`src/rtl/imm_pkg.sv`:
```
// Shared definitions for the immediate extender: format encodings and field bit positions.
package imm_pkg;

  typedef enum logic [2:0] {
    IMM_B  = 3'b000,
    IMM_I  = 3'b001,
    IMM_D  = 3'b010,
    IMM_CB = 3'b011,
    IMM_IW = 3'b100
  } imm_fmt_e;

  localparam int unsigned B_MSB  = 25;
  localparam int unsigned I_MSB  = 21;
  localparam int unsigned I_LSB  = 10;
  localparam int unsigned D_MSB  = 20;
  localparam int unsigned D_LSB  = 12;
  localparam int unsigned CB_MSB = 23;
  localparam int unsigned CB_LSB = 5;
  localparam int unsigned IW_MSB = 20;
  localparam int unsigned IW_LSB = 5;
  localparam int unsigned HW_MSB = 22;
  localparam int unsigned HW_LSB = 21;

endpackage

```
`src/rtl/imm_decode.sv`:
```
// Combinational decode of the 26-bit immediate field into a DATA_W-wide extended value.
module imm_decode
  import imm_pkg::*;
#(
  parameter int unsigned DATA_W = 64
) (
  input  logic [25:0]       imm26,
  input  logic [2:0]        ctrl,
  output logic [DATA_W-1:0] imm,
  output logic              err
);

  logic [5:0] shamt;

  // Halfword select scales to a shift of 0, 16, 32 or 48.
  assign shamt = {imm26[HW_MSB:HW_LSB], 4'b0000};

  always_comb begin
    imm = '0;
    err = 1'b0;
    case (ctrl)
      IMM_B:  imm = {{(DATA_W - 28){imm26[B_MSB]}}, imm26, 2'b00};
      IMM_I:  imm = {{(DATA_W - 12){1'b0}}, imm26[I_MSB:I_LSB]};
      IMM_D:  imm = {{(DATA_W - 9){imm26[D_MSB]}}, imm26[D_MSB:D_LSB]};
      IMM_CB: imm = {{(DATA_W - 21){imm26[CB_MSB]}}, imm26[CB_MSB:CB_LSB], 2'b00};
      IMM_IW: imm = {{(DATA_W - 16){1'b0}}, imm26[IW_MSB:IW_LSB]} << shamt;
      default: err = 1'b1;
    endcase
  end

endmodule

```
`src/rtl/imm_extend_pipe.sv`:
```
// Registered immediate extender: decodes at the input and queues results in a DEPTH-entry
// valid/ready FIFO, flagging and counting illegal format codes.
module imm_extend_pipe
  import imm_pkg::*;
#(
  parameter int unsigned DATA_W = 64,
  parameter int unsigned DEPTH  = 2,
  parameter int unsigned TAG_W  = 5,
  parameter int unsigned CNT_W  = 8
) (
  input  logic              CLK,
  input  logic              Reset_n,
  input  logic              in_valid,
  output logic              in_ready,
  input  logic [25:0]       Imm26,
  input  logic [2:0]        Ctrl,
  input  logic [TAG_W-1:0]  in_tag,
  output logic              out_valid,
  input  logic              out_ready,
  output logic [DATA_W-1:0] BusImm,
  output logic [TAG_W-1:0]  out_tag,
  output logic              out_err,
  output logic [CNT_W-1:0]  err_count
);

  localparam int unsigned PTR_W = $clog2(DEPTH);
  localparam logic [PTR_W:0] FULL = (PTR_W + 1)'(DEPTH);

  typedef struct packed {
    logic [DATA_W-1:0] imm;
    logic [TAG_W-1:0]  tag;
    logic              err;
  } entry_t;

  entry_t            mem_q [DEPTH];
  logic [PTR_W-1:0]  wr_ptr_q, wr_ptr_d, rd_ptr_q, rd_ptr_d;
  logic [PTR_W:0]    count_q, count_d;
  logic [CNT_W-1:0]  err_cnt_q, err_cnt_d;
  logic [DATA_W-1:0] dec_imm;
  logic              dec_err;
  logic              push, pop;

  imm_decode #(
    .DATA_W(DATA_W)
  ) u_decode (
    .imm26(Imm26),
    .ctrl (Ctrl),
    .imm  (dec_imm),
    .err  (dec_err)
  );

  // Ready depends only on stored occupancy, so a full FIFO refuses input even while popping.
  assign in_ready  = (count_q != FULL);
  assign out_valid = (count_q != '0);
  assign push      = in_valid & in_ready;
  assign pop       = out_valid & out_ready;

  assign BusImm    = mem_q[rd_ptr_q].imm;
  assign out_tag   = mem_q[rd_ptr_q].tag;
  assign out_err   = mem_q[rd_ptr_q].err;
  assign err_count = err_cnt_q;

  always_comb begin
    wr_ptr_d  = wr_ptr_q;
    rd_ptr_d  = rd_ptr_q;
    count_d   = count_q;
    err_cnt_d = err_cnt_q;
    if (push) wr_ptr_d = wr_ptr_q + PTR_W'(1);
    if (pop)  rd_ptr_d = rd_ptr_q + PTR_W'(1);
    case ({push, pop})
      2'b10:   count_d = count_q + (PTR_W + 1)'(1);
      2'b01:   count_d = count_q - (PTR_W + 1)'(1);
      default: count_d = count_q;
    endcase
    if (push && dec_err && (err_cnt_q != '1)) err_cnt_d = err_cnt_q + CNT_W'(1);
  end

  always_ff @(posedge CLK or negedge Reset_n) begin
    if (!Reset_n) begin
      wr_ptr_q  <= '0;
      rd_ptr_q  <= '0;
      count_q   <= '0;
      err_cnt_q <= '0;
      for (int i = 0; i < int'(DEPTH); i++) mem_q[i] <= '0;
    end else begin
      wr_ptr_q  <= wr_ptr_d;
      rd_ptr_q  <= rd_ptr_d;
      count_q   <= count_d;
      err_cnt_q <= err_cnt_d;
      if (push) mem_q[wr_ptr_q] <= '{imm: dec_imm, tag: in_tag, err: dec_err};
    end
  end

endmodule

```
`config.mk`:
```
export PLATFORM = sky130hd
export DESIGN_NAME = imm_extend_pipe
export DESIGN_NICKNAME = d
export VERILOG_FILES = /design/src/rtl/imm_pkg.sv /design/src/rtl/imm_decode.sv /design/src/rtl/imm_extend_pipe.sv
export SDC_FILE = /design/constraint.sdc
export NUM_CORES = 1
export LEC_CHECK = 0
export ABC_AREA = 0
export CORE_ASPECT_RATIO = 0.9
export CORE_MARGIN = 10
export CORE_UTILIZATION = 49
export CTS_CLUSTER_DIAMETER = 200
export DETAILED_ROUTE_END_ITERATION = 12
export GPL_TIMING_DRIVEN = 0
export PLACE_DENSITY = 0.72
export SLEW_MARGIN = 10
export SYNTH_ARGS = -nofsm -noshare
export SYNTH_HDL_FRONTEND = slang
export SYNTH_HIERARCHICAL = 1
export SYNTH_SLANG_ARGS = --single-unit
```
`constraint.sdc`:
```
create_clock -name CLK -period 1.4 [get_ports CLK]
set_input_delay 0.28 -clock CLK [delete_from_list [all_inputs] [get_ports CLK]]
set_output_delay 0.28 -clock CLK [all_outputs]
set_load 0.005 [all_outputs]
```
**Word-level counts from Yosys, hierarchy flattened**

Cells that the tools add are included.

- Bitwise logic cells: 4
- Eq/ne operators: 8
- Reduce and logical (&&, ||, !) cells: 7
- Shift-type cells: 1
- Order comparisons: 3
- Add/sub/neg operators: 5
- Mux-type cells: 9

Operators with widths:

| cell | number |
|---|---|
| $pmux 64 s5 | 1 |
| $mux 70 | 4 |
| $bwmux 140 | 1 |
| $demux 70 s1 | 1 |
| $shl 16x6->64 | 1 |
| $add 8x1->8 const B | 1 |
| $ne 8x8->1 const B | 1 |
| $eq 3x2->1 const B | 2 |
| $reduce_or 5->1 | 1 |
| $ge 2x2->1 const B | 2 |
| $not 1->2 | 2 |
| $pmux 2 s2 | 1 |
| $reduce_bool 2->1 | 2 |
| $eq 3x1->1 const B | 1 |
| $eq 3x3->1 const B | 1 |
| $logic_and 1x1->1 | 3 |
| $logic_not 3->1 | 1 |
| $add 1x1->1 const B | 2 |
| $add 2x1->2 const B | 1 |
| $and 1x1->1 | 2 |
| $eq 2x1->1 const B | 1 |
| $eq 2x2->1 const B | 1 |
| $lt 2x1->1 const B | 1 |
| $ne 2x2->1 const B | 1 |
| 2 further kinds | 2 |

- Input bits: 38
- Bits in registers: 152
- Logic and storage cells: 47
- Output and inout port bits: 80

**Depth between registers and ports, before layout**

- Word-level depth: 6
- Mapped depth: 7
- Depth with buffers taken out: 6

**Hierarchy**

Netlist, hierarchy kept.

Modules (own cells, without submodules):

| module | cells each | instances | area an instance (um^2) | seq. area each (um^2) |
|---|---|---|---|---|
| imm_extend_pipe | 427 | 1 | 6633.9 | 3803.6 |
| imm_decode | 155 | 1 | 1243.7 | 0.0 |

**Least setup slack after synthesis**

OpenSTA, ideal clock, no wires.

- Path kind: input-to-reg
- From: in Ctrl[0]
- To: reg mem_q[85] (netlist name)
- Arrival: 1457 ps
- Path buffers: 2
- Stages: 5
- Data required time: 1272 ps
- Library setup time: 128 ps
- Slack: -184 ps
- Cells stage by stage: buf_6 > buf_6 > mux2_2 > a221o_1 > mux2_1

- Word-level cells in the longest chain between the ends: 3
- Elaborated cells between the ends (all ways): 7
- Classes of those cells: 4 x eq/ne; 2 x mux; 1 x reduce/logical

Ends and longest elaborated chain:

| item | RTL line | text |
|---|---|---|
| start: declaration | imm_extend_pipe.sv:16 | `input logic [2:0] Ctrl,` |
| $eq 3x3->1 (tied with other cells) | imm_decode.sv:21 | `case (ctrl)` |
| $pmux 64 s5 * | imm_decode.sv:21 |  |
| named net dec_imm[9] | imm_extend_pipe.sv:39 | `logic [DATA_W-1:0] dec_imm;` |
| $bwmux 140 * | imm_extend_pipe.sv:90 | `if (push) mem_q[wr_ptr_q] <= '{imm: dec_imm, tag: in_tag, err: dec_err};` |
| end signal: indexed assignment | imm_extend_pipe.sv:90 |  |
| end: declaration | imm_extend_pipe.sv:35 | `entry_t mem_q [DEPTH];` |

The timed path passes the listed nets; every way through them passes the cells marked *.
A chain may end at the register's enable or synchronous reset.

**Final worst setup path**

- From: reg rd_ptr_q
- To: out BusImm[17]

- Word-level cells in the longest chain between the ends: 4

Ends and longest elaborated chain:

| item | RTL line | text |
|---|---|---|
| start: declaration | imm_extend_pipe.sv:36 | `logic [PTR_W-1:0] wr_ptr_q, wr_ptr_d, rd_ptr_q, rd_ptr_d;` |
| start signal: assignment | imm_extend_pipe.sv:87 | `rd_ptr_q <= rd_ptr_d;` |
| $not 1->2 (implied by the code) | imm_extend_pipe.sv:58 | `assign BusImm = mem_q[rd_ptr_q].imm;` |
| $mux 70 (3 in series) | n/a |  |
| end: declaration | imm_extend_pipe.sv:20 | `output logic [DATA_W-1:0] BusImm,` |

Every way passes these cells. The select of a mux whose other input is x is not followed.

==> impl_results.md <==
- Outcome: complete, but fails checks
- Failing checks: setup timing
- Max FO, Critical Path: 7
- Clock slew at reported path FFs: 0.06 ns
- First-pass detailed-route iteration total: 6
- Vias in the first global route: 6605
- Leakage: around 5.9 nW
- Met2 wire len: 12600 um
- Full die area: about 22000 um2
- Commonest non-fill, non-tap cell in the layout: dfrtp_1
- Hold crit path type: in -> reg
- Fin crit share: 1.50
- Worst-margin pin slew: 0.833 ns
- Headroom to the max-slew limit: 0.441
- Aggregate global-route resource usage: 0.235
- Fraction of layout cells with a size suffix above 1: 0.605
- Met3 WL: 1820 um
- Vias/cell: approximately 6.0
- Initial antenna violation count: 0
- Largest net degree at the start of global routing: 95
- DRT met1 WL: roughly 11000 um
- Final setup fails: approximately 220
- # rows: between 40 and 50
- Layout fillers: approximately 940
- Synth area leaders: dfrtp_1 48%, mux2_2 27%, mux2_1 3.9%
- Area leader, netlist: dfrtp_1
- Synth top area share: 0.483
- Async set-reset flop share out of synthesis: 1.00
- Total grt overflow: 0
- Final WL: between 20000 and 30000 um
- Worst setup SP type: register
- Via count: between 6000 and 7000
- Distinct cells, synth: 54
- Data required time of the critical path: about 1.1 ns
- Min cycle time layout: 2.10 ns
- PortBufs: 114
- Crit Path Category: reg -> out
- Max layer used: met4
- Area Growth Syn to Fin: 48.7%
- Clk_lat worst skew: ~0.43 ns
- Final hold violations: 0
- Ports: approximately 120
- WL/cell: about 26 um
- Mapped Cells: about 580
- Cts bufs inserted: 17
- CTS tree: yes
- Commonest cells after routing, fill and taps aside: 150 x dfrtp_1, 148 x mux2_4, 67 x mux2_2, 50 x buf_6
- Core area: 15600 um2
- Power per cell area: 2220 nW/um2
- Post-Place Worst Slack: -0.975 ns
- Maximum clock rate: approximately 480 MHz
- Final WS setup: -0.698 ns
- Most used flip-flop cell after synthesis: dfrtp_1
- Hpwl dp: 14900 um
- CP Data Arrival Time: around 1.8 ns
- Placer Congestion: approximately 0.9
- Final #Nets: ~800
- # diodes: 0
- Root Driver: clkbuf_16
- Sequential element share of the synthesized area: 0.483
- Slew Limit Fails: 0
- Endpoint class of the critical path: output pin
- Peak VDD IR: approximately 1.3 mV
- First-pass GRT wire length: just under 40000 um
- Clock sink total: 152
- Worst Clk Skew: a little over 0.008 ns
- Avg Cell Area, Syn: about 14 um2
- Initial drt markers: 599
- Mapped cell area: just under 8000 um2
- Drt drc: 0
- RSZ-0062 raised after global routing: true
- DP Cell Count: approximately 900
- EDFF count, synth: 0
- Synth Register Bits: 152
- Reg area: roughly 3800 um2
- Max clock buf depth: 2
- H-tree levels: 4
- Final ANT Viol Nets: 0
- Syn. warnings: 6
- Die height: about 140 um
- Area of the multi-input gates: between 4000 and 5000 um2
- Chip width: 154 um
- Final cell count without fillers: 997
- Syn_nets: around 620
- Starting density of the core: 0.505
- Max-cap viol count: 0
-- flip-flops by register name, summed over array words and instances, names as in the netlist --
signal     flops
wr_ptr_q       1
rd_ptr_q       1
count_q        2
err_count      8
mem_q        140
-- logic make-up after synthesis --
| logic type | after synthesis | synth area share |
|---|---|---|
| compound gates | 87 | 0.0926 |
| flops | 152 | 0.483 |
| buf+inv | 50 | 0.0399 |
| mux | 222 | 0.326 |
| xor+xnor | 7 | 0.00778 |
| simple gates | 62 | 0.0475 |
| fa+ha+maj | 2 | 0.00318 |
-- cell type report --
type | count | area share
buffer | 36 | 0.0370
clock buffer | 22 | 0.0405
clock inverter | 8 | 0.00833
inverter | 3 | 0.000961
multi-input combinational | 380 | 0.382
sequential | 152 | 0.325
tap | 202 | 0.0216
timing repair buffer | 194 | 0.185
-- layer usage --
| layer | track usage | up-vias |
|---|---|---|
| li1 | - | 2566 |
| met1 | 0.288 | 3075 |
| met2 | 0.382 | 288 |
| met3 | 0.0707 | 72 |
| met4 | 0.0914 | 0 |
| met5 | 0 | - |
-- power by group --
group / switching, mW / total, mW / internal, mW / leakage [nW]
logic: 4.98 / 14.1 / 9.08 / 3.70
registers: 1.15 / 7.48 / 6.33 / 1.97
clock network: 1.77 / 4.51 / 2.74 / 0.286
-- through the flow --
stage	TNS, ns	total power [mW]	hold WS (ns)	util	area [um2]
after floorplan	-6.73	13.0	-0.0156	-	8250
after global placement	-1059.85	17.1	0.470	0.618	9640
after detailed placement	-181.10	17.4	0.248	0.620	9670
after CTS	-75.20	25.5	0.317	0.754	11800
after global routing	-82.77	27.2	0.345	0.751	11700
final	-71.48	26.0	0.340	0.751	11700
-- worst max-delay path, cell delays in order, from the launching register on --
cell and delay, ns:
dfrtp_2 0.42, buf_12 0.16, buf_12 0.13, buf_12 0.13
buf_8 0.12, mux2_4 0.31, buf_6 0.12
-- repair_timing --
action | CTS | global route
resized for setup | 492 | 93
cloned | 18 | 2
hold endpoints to repair | 58 | 0
buffers inserted | 56 | 18
pin swaps | 4 | 7
hold buffers | 1 | 0
endpoints found under the setup margin | 229 | 224
-- cells in the mapped netlist, drive strengths merged (2+ instances only) --
| master | instances |
|---|---|
| a221o | 10 |
| a31oi | 2 |
| and4b | 2 |
| and4 | 3 |
| nand2b | 6 |
| nor2b | 3 |
| xnor2 | 4 |
| a32o | 7 |
| mux4 | 6 |
| ha | 2 |
| dfrtp | 152 |
| nand2 | 14 |
| mux2 | 215 |
| and2 | 2 |
| a22o | 7 |
| nand4 | 3 |
| nand3 | 9 |
| a21oi | 8 |
| nor2 | 7 |
| and3 | 6 |
| clkbuf | 6 |
| buf | 41 |
| a21o | 43 |
| xor2 | 3 |
| o21ai | 2 |
| a41oi | 2 |
| inv | 3 |
-- path summary, 6_finish.rpt --
check / startpoint / endpoint / slack, ns / depth (start not counted)
min: Imm26[20] / mem_q[123]$_DFFE_PN0P_ / 0.34 / 3
min reg2reg: mem_q[10]$_DFFE_PN0P_ / mem_q[10]$_DFFE_PN0P_ / 0.50 / 1
max in group asynchronous: Reset_n / rd_ptr_q$_DFFE_PN0P_ / 0.19 / 3
max: rd_ptr_q$_DFFE_PN0P_ / BusImm[17] / -0.70 / 6
min in group asynchronous: Reset_n / mem_q[71]$_DFFE_PN0P_ / 0.39 / 2
max reg2reg: count_q[1]$_DFFE_PN0P_ / mem_q[99]$_DFFE_PN0P_ / -0.30 / 8
(Power assumes the default switching activity.)
